==> config.mk <==
export PLATFORM = sky130hd
export DESIGN_NAME = ram_stream_loader
export DESIGN_NICKNAME = d
export VERILOG_FILES = /design/src/rtl/mem_pkg.sv /design/src/rtl/ram_write_port_hold.sv /design/src/rtl/ram_stream_loader.sv
export SDC_FILE = /design/constraint.sdc
export NUM_CORES = 1
export LEC_CHECK = 0
export ABC_AREA = 1
export ABC_CLOCK_PERIOD_IN_PS = 2000
export BUFFER_PORTS_ARGS = -buffer_cell sky130_fd_sc_hd__buf_2
export CAP_MARGIN = 20
export CELL_PAD_IN_SITES_DETAIL_PLACEMENT = 1
export CELL_PAD_IN_SITES_GLOBAL_PLACEMENT = 1
export CORE_MARGIN = 3
export CORE_UTILIZATION = 36
export DETAILED_ROUTE_END_ITERATION = 7
export PLACE_DENSITY = 0.82
export SETUP_SLACK_MARGIN = 0.05
export SLEW_MARGIN = 20
export SYNTH_ARGS = -nofsm -noshare
export SYNTH_HDL_FRONTEND = slang
export SYNTH_SLANG_ARGS = --single-unit
==> constraint.sdc <==
create_clock -name clk -period 2 [get_ports clk]
set_input_delay 0.4 -clock clk [delete_from_list [all_inputs] [get_ports clk]]
set_output_delay 0.4 -clock clk [all_outputs]
set_load 0.03 [all_outputs]
==> src/rtl/mem_pkg.sv <==
// mem_pkg
// Constants and types shared between the memory module and the RAM stream loader.
//   ADDR_W / DATA_W : RAM address and word widths
//   LEN_W           : width of a transfer word count (0 .. 2^ADDR_W)
//   MAX_LEN         : largest legal transfer length
//   loader_state_t  : loader FSM states
package mem_pkg;

    localparam int ADDR_W = 14;
    localparam int DATA_W = 10;
    localparam int LEN_W  = ADDR_W + 1;

    // A full sweep of the address space is the longest legal transfer.
    localparam logic [LEN_W-1:0] MAX_LEN = LEN_W'(1) << ADDR_W;

    typedef enum logic [1:0] {
        IDLE   = 2'd0,
        RECV   = 2'd1,
        WRITE  = 2'd2,
        FINISH = 2'd3
    } loader_state_t;

    function automatic logic length_too_big(input logic [LEN_W-1:0] len);
        return (len > MAX_LEN);
    endfunction

endpackage

==> src/rtl/ram_write_port_hold.sv <==
// ram_write_port_hold
// Owns the RAM write port registers. The address is loaded at the start of
// a transfer and advances by one (wrapping) on every accepted write. A data
// load raises ram_write; address, data and request then stay frozen until
// the RAM accepts.
// Ports:
//   clk, rst      : clock, synchronous active-high reset
//   addr_load     : load addr_init into the address register
//   addr_init     : first address of a transfer
//   data_load     : capture data_in and raise the write request
//   data_in       : word to write
//   ram_inready   : RAM accepts the pending write this cycle
//   ram_write     : write request to the RAM
//   ram_addr      : write address to the RAM
//   ram_indata    : write data to the RAM
//   accept        : combinational, high in the cycle the RAM takes the write
module ram_write_port_hold #(
    parameter int ADDR_W = 14,
    parameter int DATA_W = 10
) (
    input  logic              clk,
    input  logic              rst,
    input  logic              addr_load,
    input  logic [ADDR_W-1:0] addr_init,
    input  logic              data_load,
    input  logic [DATA_W-1:0] data_in,
    input  logic              ram_inready,
    output logic              ram_write,
    output logic [ADDR_W-1:0] ram_addr,
    output logic [DATA_W-1:0] ram_indata,
    output logic              accept
);

    logic              write_q, write_d;
    logic [ADDR_W-1:0] addr_q,  addr_d;
    logic [DATA_W-1:0] data_q,  data_d;

    assign accept = write_q & ram_inready;

    always_comb begin
        write_d = write_q;
        addr_d  = addr_q;
        data_d  = data_q;
        if (addr_load) begin
            addr_d = addr_init;
        end
        if (data_load) begin
            data_d  = data_in;
            write_d = 1'b1;
        end
        // The owning FSM never loads data while a write is pending, so
        // accept and data_load cannot collide.
        if (accept) begin
            write_d = 1'b0;
            addr_d  = addr_q + ADDR_W'(1);
        end
    end

    always_ff @(posedge clk) begin
        if (rst) begin
            write_q <= 1'b0;
            addr_q  <= '0;
            data_q  <= '0;
        end else begin
            write_q <= write_d;
            addr_q  <= addr_d;
            data_q  <= data_d;
        end
    end

    assign ram_write  = write_q;
    assign ram_addr   = addr_q;
    assign ram_indata = data_q;

endmodule

==> src/rtl/ram_stream_loader.sv <==
// ram_stream_loader
// Fills the data RAM from a valid/ready word stream. A start in IDLE
// captures the base address and word count; each stream word is then
// written to the next RAM address, waiting for RAM acceptance on every
// word. The processor is stalled for the whole transfer.
// Ports:
//   clk, rst     : clock, synchronous active-high reset
//   start        : begin a load (only looked at in IDLE)
//   base_addr    : first RAM address
//   length       : number of words, 0 .. 2^ADDR_W
//   s_valid/s_data/s_ready : input word stream
//   ram_write/ram_addr/ram_indata/ram_inready : RAM write port
//   cpu_stall    : processor stall request
//   busy         : transfer in progress
//   done         : one-cycle pulse at the end of a transfer
//   err          : one-cycle pulse on a rejected start
//   checksum     : sum mod 2^DATA_W of words written in this/last transfer
//   words_left   : words still to be written
module ram_stream_loader #(
    parameter int ADDR_W = mem_pkg::ADDR_W,
    parameter int DATA_W = mem_pkg::DATA_W
) (
    input  logic              clk,
    input  logic              rst,
    input  logic              start,
    input  logic [ADDR_W-1:0] base_addr,
    input  logic [ADDR_W:0]   length,
    input  logic              s_valid,
    input  logic [DATA_W-1:0] s_data,
    output logic              s_ready,
    output logic              ram_write,
    output logic [ADDR_W-1:0] ram_addr,
    output logic [DATA_W-1:0] ram_indata,
    input  logic              ram_inready,
    output logic              cpu_stall,
    output logic              busy,
    output logic              done,
    output logic              err,
    output logic [DATA_W-1:0] checksum,
    output logic [ADDR_W:0]   words_left
);

    import mem_pkg::*;

    loader_state_t     state_q,      state_d;
    logic              s_ready_q,    s_ready_d;
    logic              busy_q,       busy_d;
    logic              done_q,       done_d;
    logic              err_q,        err_d;
    logic [DATA_W-1:0] checksum_q,   checksum_d;
    logic [ADDR_W:0]   words_left_q, words_left_d;

    logic addr_load;
    logic data_load;
    logic accept;

    ram_write_port_hold #(
        .ADDR_W (ADDR_W),
        .DATA_W (DATA_W)
    ) u_port (
        .clk         (clk),
        .rst         (rst),
        .addr_load   (addr_load),
        .addr_init   (base_addr),
        .data_load   (data_load),
        .data_in     (s_data),
        .ram_inready (ram_inready),
        .ram_write   (ram_write),
        .ram_addr    (ram_addr),
        .ram_indata  (ram_indata),
        .accept      (accept)
    );

    always_comb begin
        state_d      = state_q;
        s_ready_d    = s_ready_q;
        busy_d       = busy_q;
        done_d       = 1'b0;
        err_d        = 1'b0;
        checksum_d   = checksum_q;
        words_left_d = words_left_q;
        addr_load    = 1'b0;
        data_load    = 1'b0;

        case (state_q)
            IDLE: begin
                if (start) begin
                    if (length > (ADDR_W+1)'(1) << ADDR_W) begin
                        // Rejected: flag it and leave all transfer state alone.
                        err_d = 1'b1;
                    end else if (length == '0) begin
                        // Empty transfer still reports completion.
                        addr_load    = 1'b1;
                        words_left_d = '0;
                        checksum_d   = '0;
                        busy_d       = 1'b1;
                        done_d       = 1'b1;
                        state_d      = FINISH;
                    end else begin
                        addr_load    = 1'b1;
                        words_left_d = length;
                        checksum_d   = '0;
                        busy_d       = 1'b1;
                        s_ready_d    = 1'b1;
                        state_d      = RECV;
                    end
                end
            end

            RECV: begin
                if (s_valid) begin
                    data_load = 1'b1;
                    s_ready_d = 1'b0;
                    state_d   = WRITE;
                end
            end

            WRITE: begin
                if (accept) begin
                    checksum_d   = checksum_q + ram_indata;
                    words_left_d = words_left_q - (ADDR_W+1)'(1);
                    if (words_left_q == (ADDR_W+1)'(1)) begin
                        done_d  = 1'b1;
                        state_d = FINISH;
                    end else begin
                        s_ready_d = 1'b1;
                        state_d   = RECV;
                    end
                end
            end

            FINISH: begin
                busy_d  = 1'b0;
                state_d = IDLE;
            end

            default: begin
                s_ready_d = 1'b0;
                busy_d    = 1'b0;
                state_d   = IDLE;
            end
        endcase
    end

    always_ff @(posedge clk) begin
        if (rst) begin
            state_q      <= IDLE;
            s_ready_q    <= 1'b0;
            busy_q       <= 1'b0;
            done_q       <= 1'b0;
            err_q        <= 1'b0;
            checksum_q   <= '0;
            words_left_q <= '0;
        end else begin
            state_q      <= state_d;
            s_ready_q    <= s_ready_d;
            busy_q       <= busy_d;
            done_q       <= done_d;
            err_q        <= err_d;
            checksum_q   <= checksum_d;
            words_left_q <= words_left_d;
        end
    end

    assign s_ready    = s_ready_q;
    assign busy       = busy_q;
    assign cpu_stall  = busy_q;
    assign done       = done_q;
    assign err        = err_q;
    assign checksum   = checksum_q;
    assign words_left = words_left_q;

endmodule

==> flow_metrics.env, run 1 <==
export IMPL_status="finished clean"
export IMPL_hold_buffers=0
export IMPL_area_delta_synth_final_pct=21.4
export IMPL_slew_headroom=0.676
export IMPL_track_usage=0.220
export IMPL_min_path_cells=3
export IMPL_p_per_area_nw_per_um2=778
export IMPL_dieWidth_um=106
export IMPL_crit_arrival_ps=1970
export IMPL_clockBufferDepth=2
export IMPL_clock_sinks=56
export IMPL_yosysMostFrequentCell="nand2_1"
export IMPL_synth_cell_types=30
export IMPL_rrSetupSlack_ps=220
export IMPL_clk_latency_ps=310
export IMPL_final_setup_tns_ps=0
export IMPL_synth_top_area_frac=0.314
export IMPL_numCtsBuffers=5
export IMPL_synth_flop_cell="dfxtp_1"
export IMPL_p_leak_nw=2.21
export IMPL_io_pins=99
export IMPL_synth_common_cells="182 x nand2_1, 81 x nor2_1, 67 x nand3_1, 56 x dfxtp_1, 51 x a21oi_1"
export IMPL_dp_hpwl_mm=9.51
export IMPL_ir_drop_mv=0.446
export IMPL_drive_gt1_frac=0.202
export IMPL_synthCells=587
export IMPL_fin_ws_ps=219
export IMPL_hold_end="u_port.ram_addr[2]$_SDFFE_PP0P_"
export IMPL_startpoint_type="flop"
export IMPL_htreeDepth=2
export IMPL_root_buffer="clkbuf_8"
export IMPL_synthTopCellsByArea="dfxtp_1 31%, nand2_1 19%, nand3_1 9.4%"
export IMPL_critPathMaxFanout=3
export IMPL_min_period_over_period=0.890
export IMPL_syn_area_um2=3580
export IMPL_multi_input_area_um2=2180
export IMPL_synthArstFlopShare=0
export IMPL_setup_violations=0
export IMPL_grt_overflow_total=0
export IMPL_nNetsFinal=740
export IMPL_period_minus_slack_ps=1780
export IMPL_r2r_end="checksum[8]$_SDFFE_PP0P_"
export IMPL_ant_nets=0
export IMPL_hold_path_startpoint="base_addr[2]"
export IMPL_synth_fp_nets=644
export IMPL_yosys_area_top_type="dfxtp_1"
export IMPL_dieArea_um2=11200
export IMPL_avgRoutedWirePerCell_um=15.2
export IMPL_grt_max_degree=41
export IMPL_dp_slack_ps=57.1
export IMPL_core_um2=9460
export IMPL_num_vias=4183
export IMPL_holdCritPathClass="in2reg"
export IMPL_fp_dieH_um=106
export IMPL_rsz0062_at_grt="yes"
export IMPL_n_fill_cell=1362
export IMPL_io_buffers=98
export IMPL_cts_tree="yes"
export IMPL_hold_viol=0
export IMPL_synth_edf_count=0
export IMPL_initial_utilization=0.378
export IMPL_syn_area_per_cell_um2=6.09
export IMPL_antenna_found_initial=0
export IMPL_required_ps=2190
export IMPL_fin_skew_ps=11.0
export IMPL_grt_pass1_vias=4232
export IMPL_synth_seq_cells=56
export IMPL_rr_startpoint="checksum[0]$_SDFFE_PP0P_"
export IMPL_r2r_cells=11
export IMPL_maxCapViolCount=0
export IMPL_worst_pin_slew_ps=487
export IMPL_slew_violations=0
export IMPL_timing_hold_ws_ps=344
export IMPL_regArea_um2=1120
export IMPL_core_rowCount=35
export IMPL_fmax_mhz=561
export IMPL_finalWirelength_mm=12.3
export IMPL_worstSetupEndpointType="flop"
export IMPL_drt_first_iter_violations=141
export IMPL_synth_warnings=0
export IMPL_path_class="reg2reg"
export IMPL_dr_pass1_iters=4
export IMPL_path_clk_slew_ps=110
export IMPL_gp_congestion=0.890
export IMPL_avgViaCountPerCell=5.15
export IMPL_diodes=0
export IMPL_ys_seq_area_frac=0.314
export IMPL_drcViolationCount=0
export IMPL_grt_pass1_wl_mm=20.3
how the worst max path moves through the flow:
stage	start	endpoint	slack [ps]	cells past startpoint
global placement	checksum[0]$_SDFFE_PP0P_	checksum[8]$_SDFFE_PP0P_	180	11
floorplan	checksum[0]$_SDFFE_PP0P_	checksum[8]$_SDFFE_PP0P_	70	11
finish	checksum[0]$_SDFFE_PP0P_	checksum[8]$_SDFFE_PP0P_	220	11
global route	words_left[0]$_SDFFE_PP0P_	words_left[14]$_SDFFE_PP0P_	30	11
CTS	checksum[0]$_SDFFE_PP0P_	checksum[8]$_SDFFE_PP0P_	90	11
detailed placement	checksum[0]$_SDFFE_PP0P_	checksum[8]$_SDFFE_PP0P_	60	11
power breakdown:
part	internal [mW]	switching, mW
combinational	0.401	0.856
sequential	1.22	0.131
clock	0.372	0.395
total	2.00	1.38
layout by cell type, fill, tap and decap left out, types with 5 or more instances in the layout:
cell type,Yosys,final
nand3_1,67,66
buf_2,3,98
clkbuf_8,0,5
buf_4,2,12
nor2_1,81,81
o21ai_1,11,11
nor3_1,5,5
nand2_1,182,182
inv_1,47,47
a21oi_1,51,50
o21bai_1,5,5
o21ai_0,13,13
nand4_1,8,8
dfxtp_1,56,54
ha_1,12,11
stage by stage:
stage	power, mW	std cells	area [um^2]	util
3_5_place_dp	2.62	804	4210	0.445
6_report	3.38	813	4340	0.459
5_1_grt	3.62	813	4340	0.459
4_1_cts	3.40	812	4320	0.457
3_3_place_gp	2.57	804	4210	0.445
2_1_floorplan	2.24	587	3580	-
timing repair:
action | in CTS | in global routing
pin swaps | 0 | 1
gates resized for setup | 1 | 5
hold endpoints to repair | 0 | 0
setup endpoints to repair | 1 | 5
buffers inserted | 0 | 1
flip-flops by register name (all words and copies together) (netlist names):
register	flops
u_port.ram_addr	14
u_port.ram_indata	10
state_q	2
words_left	15
done	1
checksum	10
busy	1
err	1
u_port.ram_write	1
s_ready	1
area by class of cell:
cell class                 instances  share of cell area
inverter                          50              0.0432
clock inverter                     3             0.00980
tap                              129              0.0372
sequential                        56               0.259
multi-input combinational        460               0.501
clock buffer                       5              0.0159
timing repair buffer             110               0.134
routing by layer:
metal	track usage	up-vias	part of all wire
met5	0	-	0
met4	0.0407	0	0.0068
met3	0.0294	6	0.032
met2	0.407	74	0.50
met1	0.274	2018	0.46
li1	-	2085	-
critical path, stage by stage, from the launching register on:
cell	delay (ps)
dfxtp_2	360
ha_2	200
inv_1	60
fa_2	350
inv_1	60
nand3_1	100
a21oi_2	190
nand2_1	90
nand2_1	60
nand2_1	60
nand3_1	70
a21oi_1	60
logic make-up after synthesis:
logic type	share of synthesized area
flops	0.314
compound gates	0.130
simple gates	0.415
xor+xnor	0.0122
fa+ha+maj	0.0476
buf+inv	0.0819
Note: power is estimated with default switching activity, not from simulation.
==> run 2, diff against run 1 <==
- PLACE_DENSITY: 0.82 -> 0.79
==> run 2 against run 1 <==
Compared with the run above:
- design area is 0.69% higher
- sequential power barely moved
- clock power is 7.3% higher
- via count decreased by 0.86%
- critical endpoint is now checksum[5]$_SDFFE_PP0P_
- clock-buffer cell count up 1
- fmax up 1.1%
- largest cell class unchanged
- combinational power about the same
==> flow_metrics.env, run 2 (synthesis results as in run 1) <==
export IMPL_status="finished clean"
export IMPL_period_minus_slack_ps=1760
export IMPL_crit_chain="ha_1, nand2_1, nand3_1, nand2_1, nand2_1, or2_2, a21oi_1, nor2_1"
export IMPL_final_cell_mix="182 x nand2_1, 98 x buf_2, 81 x nor2_1, 65 x nand3_1, 54 x dfxtp_1"
export IMPL_numCtsBuffers=5
export IMPL_io_buffers=98
export IMPL_clk_latency_ps=320
export IMPL_dp_hpwl_mm=9.48
export IMPL_hold_viol=0
export IMPL_hold_path_startpoint="base_addr[2]"
export IMPL_required_ps=2230
export IMPL_initial_utilization=0.378
export IMPL_p_per_area_nw_per_um2=790
export IMPL_slowest_stage="ha_1"
export IMPL_p_total_mw=3.45
export IMPL_fp_dieH_um=106
export IMPL_ant_nets=0
export IMPL_multi_input_area_um2=2190
export IMPL_clockBufferDepth=2
export IMPL_drive_gt1_frac=0.203
export IMPL_num_vias=4147
export IMPL_avgRoutedWirePerCell_um=15.1
export IMPL_path_clk_slew_ps=110
export IMPL_startpoint_type="flop"
export IMPL_crit_top_cell="nand2_1"
export IMPL_drcViolationCount=0
export IMPL_hold_end="u_port.ram_addr[2]$_SDFFE_PP0P_"
export IMPL_holdCritPathClass="in2reg"
export IMPL_root_buffer="clkbuf_8"
export IMPL_core_um2=9460
export IMPL_io_pins=99
export IMPL_crit_arrival_ps=1990
export IMPL_final_area_um2=4370
export IMPL_diodes=0
export IMPL_slew_headroom=0.675
export IMPL_drt_first_iter_violations=150
export IMPL_grt_max_degree=41
export IMPL_rrSetupSlack_ps=240
export IMPL_critPathMaxFanout=5
export IMPL_largest_reg_flops=15
export IMPL_fin_util=0.462
export IMPL_r2r_cells=8
export IMPL_clock_sinks=56
export IMPL_area_delta_synth_final_pct=22.2
export IMPL_final_setup_tns_ps=0
export IMPL_dieArea_um2=11200
export IMPL_worstSetupEndpointType="flop"
export IMPL_cts_tree="yes"
export IMPL_ir_drop_mv=0.400
export IMPL_nNetsFinal=740
export IMPL_min_path_cells=3
export IMPL_gp_congestion=0.842
export IMPL_setup_violations=0
export IMPL_grt_overflow_total=0
export IMPL_dieWidth_um=106
export IMPL_regArea_um2=1130
export IMPL_maxCapViolCount=0
export IMPL_path_class="reg2reg"
export IMPL_min_period_over_period=0.881
export IMPL_n_fill_cell=1346
export IMPL_r2r_end="checksum[5]$_SDFFE_PP0P_"
export IMPL_track_usage=0.222
export IMPL_placed_area_um2=4200
export IMPL_finalWirelength_mm=12.3
export IMPL_htreeDepth=2
export IMPL_final_common_cell="nand2_1"
export IMPL_rsz0062_at_grt="no"
export IMPL_fin_skew_ps=12.8
export IMPL_p_leak_nw=2.21
export IMPL_max_stage_delay_ps=390
export IMPL_dr_pass1_iters=4
export IMPL_antenna_found_initial=0
export IMPL_worst_pin_slew_ps=487
export IMPL_rr_startpoint="u_port.ram_indata[2]$_SDFFE_PP0P_"
export IMPL_avgViaCountPerCell=5.10
export IMPL_slew_violations=0
export IMPL_fmax_mhz=568
export IMPL_grt_pass1_wl_mm=20.5
export IMPL_grt_pass1_vias=4323
export IMPL_core_rowCount=35
run 2: through the flow:
stage	cells	worst slack, ps	hold slack (ps)
global placement	803	168	455
floorplan	587	67.9	549
CTS	811	110	319
detailed placement	803	60.6	474
global route	813	55.7	334
finish	813	238	323
run 2: worst max path at each step:
stage	start	endpoint	slack, ps	depth (start not counted)
CTS	checksum[0]$_SDFFE_PP0P_	checksum[8]$_SDFFE_PP0P_	110	11
finish	u_port.ram_indata[2]$_SDFFE_PP0P_	checksum[5]$_SDFFE_PP0P_	240	8
floorplan	checksum[0]$_SDFFE_PP0P_	checksum[8]$_SDFFE_PP0P_	70	11
global placement	u_port.ram_indata[0]$_SDFFE_PP0P_	checksum[8]$_SDFFE_PP0P_	170	11
detailed placement	checksum[0]$_SDFFE_PP0P_	checksum[8]$_SDFFE_PP0P_	60	11
global route	u_port.ram_indata[0]$_SDFFE_PP0P_	checksum[8]$_SDFFE_PP0P_	60	11
run 2: routing by layer:
| metal | global-route usage | wire (um) | share of wire |
|---|---|---|---|
| met1 | 0.267 | 5440 | 0.44 |
| met2 | 0.409 | 6190 | 0.50 |
| met3 | 0.0325 | 408 | 0.033 |
| met4 | 0.0638 | 240 | 0.020 |
| met5 | 0 | 0 | 0 |
run 2: what timing repair did:
action | CTS | global route
buffers inserted | 0 | 2
setup endpoints to repair | 1 | 5
resized for setup | 1 | 9
gates cloned | 0 | 0
pin swaps | 0 | 1
hold buffers | 0 | 0
run 2: power breakdown:
part           internal [mW]  switching [mW]  total (mW)
logic                  0.414           0.862        1.28
clock network          0.411           0.412       0.823
registers               1.22           0.130        1.35
total                   2.05            1.40        3.45
run 2: critical path: cells and delay by family, from the launching register on:
family / cells / cell delay (ps)
AOI/OAI and AO/OA: 1 / 140
and+or+nand+nor: 6 / 760
DFF: 1 / 370
adders and majority gates: 1 / 390
run 2: layout make-up:
| class | count | share of cell area |
|---|---|---|
| inverter | 50 | 0.0429 |
| tap | 129 | 0.0369 |
| clock buffer | 6 | 0.0189 |
| clock inverter | 2 | 0.00887 |
| timing repair buffer | 110 | 0.133 |
| sequential | 56 | 0.258 |
| multi-input combinational | 460 | 0.501 |
==> run 3, diff against run 2 <==
- MAX_ROUTING_LAYER: default -> met4
==> run 3 against run 2 <==
Compared with the run above:
- first-iteration DRC count grew 2.7%
- design area is the same
- clock skew is essentially flat
- critical endpoint unchanged
==> flow_metrics.env, run 3 (synthesis results as in run 1) <==
export IMPL_drcViolationCount=0
export IMPL_area_delta_synth_final_pct=22.2
export IMPL_io_buffers=98
export IMPL_dr_pass1_iters=4
export IMPL_rsz0062_at_grt="no"
export IMPL_root_buffer="clkbuf_8"
export IMPL_min_period_over_period=0.881
export IMPL_grt_pass1_vias=4326
export IMPL_crit_arrival_ps=1990
export IMPL_dp_cells=803
export IMPL_dieArea_um2=11200
export IMPL_diodes=0
export IMPL_dieWidth_um=106
export IMPL_cts_tree="yes"
export IMPL_hold_buffers=0
export IMPL_slew_violations=0
export IMPL_fin_skew_ps=12.8
export IMPL_dp_hpwl_mm=9.48
export IMPL_fin_ws_ps=238
export IMPL_maxCapViolCount=0
export IMPL_hold_viol=0
export IMPL_num_vias=4134
export IMPL_fin_util=0.462
export IMPL_clock_sinks=56
export IMPL_worstSetupEndpointType="flop"
export IMPL_avgRoutedWirePerCell_um=15.1
export IMPL_antenna_found_initial=0
export IMPL_timing_hold_ws_ps=322
export IMPL_ir_drop_mv=0.397
export IMPL_startpoint_type="flop"
export IMPL_final_area_um2=4370
export IMPL_holdCritPathClass="in2reg"
export IMPL_drive_gt1_frac=0.203
export IMPL_core_um2=9460
export IMPL_grt_overflow_total=0
export IMPL_finalWirelength_mm=12.2
export IMPL_avgViaCountPerCell=5.08
export IMPL_p_per_area_nw_per_um2=789
export IMPL_period_minus_slack_ps=1760
export IMPL_status="finished clean"
export IMPL_io_pins=99
export IMPL_largest_reg_flops=15
export IMPL_core_rowCount=35
export IMPL_drt_first_iter_violations=154
export IMPL_fmax_mhz=568
export IMPL_critPathMaxFanout=5
export IMPL_path_class="reg2reg"
export IMPL_final_setup_tns_ps=0
export IMPL_grt_max_degree=41
export IMPL_placed_area_um2=4200
export IMPL_final_common_cell="nand2_1"
export IMPL_setup_violations=0
export IMPL_fp_dieH_um=106
export IMPL_clk_latency_ps=320
export IMPL_worst_pin_slew_ps=495
export IMPL_grt_pass1_wl_mm=20.5
export IMPL_p_leak_nw=2.21
export IMPL_track_usage=0.229
export IMPL_required_ps=2230
export IMPL_htreeDepth=2
export IMPL_ant_nets=0
export IMPL_initial_utilization=0.378
export IMPL_clockBufferDepth=2
export IMPL_final_cell_mix="182 x nand2_1, 98 x buf_2, 81 x nor2_1, 65 x nand3_1, 54 x dfxtp_1"
export IMPL_numCtsBuffers=5
export IMPL_path_clk_slew_ps=110
export IMPL_p_total_mw=3.45
export IMPL_gp_congestion=0.855
export IMPL_nNetsFinal=740
export IMPL_stdcell_count=813
export IMPL_slew_headroom=0.670
export IMPL_dp_slack_ps=60.6
run 3: cell counts in the layout (fill, tap and decap cells not counted):
Identical to the previous run, type by type.
run 3: power by group:
part,internal [mW],switching [mW]
clock network,0.411,0.411
logic,0.414,0.862
registers,1.22,0.130
run 3: area by class of cell:
cell class              instances  area, um^2
flip-flops and latches         56        1130
clock buffers                   6        82.6
inverters                      50         188
multi-input cells             460        2190
fillers                      1346        5090
clock inverters                 2        38.8
repair buffers                110         581
well taps                     129         161
run 3: layer usage:
layer	vias to the layer above	part of all wire	global-route usage
li1	2091	-	-
met1	1955	0.44	0.267
met2	70	0.50	0.408
met3	18	0.033	0.0337
met4	0	0.019	0.0638
met5	-	0	-
run 3: path summary, 6_finish.rpt:
check	endpoint	startpoint	slack [ps]	depth (start not counted)
worst min-delay path	u_port.ram_addr[2]$_SDFFE_PP0P_	base_addr[2]	320	3
worst max register to register	checksum[5]$_SDFFE_PP0P_	u_port.ram_indata[2]$_SDFFE_PP0P_	240	8
worst min register to register	words_left[1]$_SDFFE_PP0P_	words_left[1]$_SDFFE_PP0P_	490	2
worst max-delay path	checksum[5]$_SDFFE_PP0P_	u_port.ram_indata[2]$_SDFFE_PP0P_	240	8
run 3: timing repair:
item                                    CTS  global route
buffers inserted                          0             2
resized for setup                         1             9
pin swaps                                 0             1
endpoints found under the setup margin    1             5
run 3: worst max-delay path, cell delays in order (launching register included):
cell and delay [ps]:
dfxtp_1 370, ha_1 390, nand2_1 120, nand3_1 150
nand2_1 90, nand2_1 60, or2_2 280, a21oi_1 140
nor2_1 60
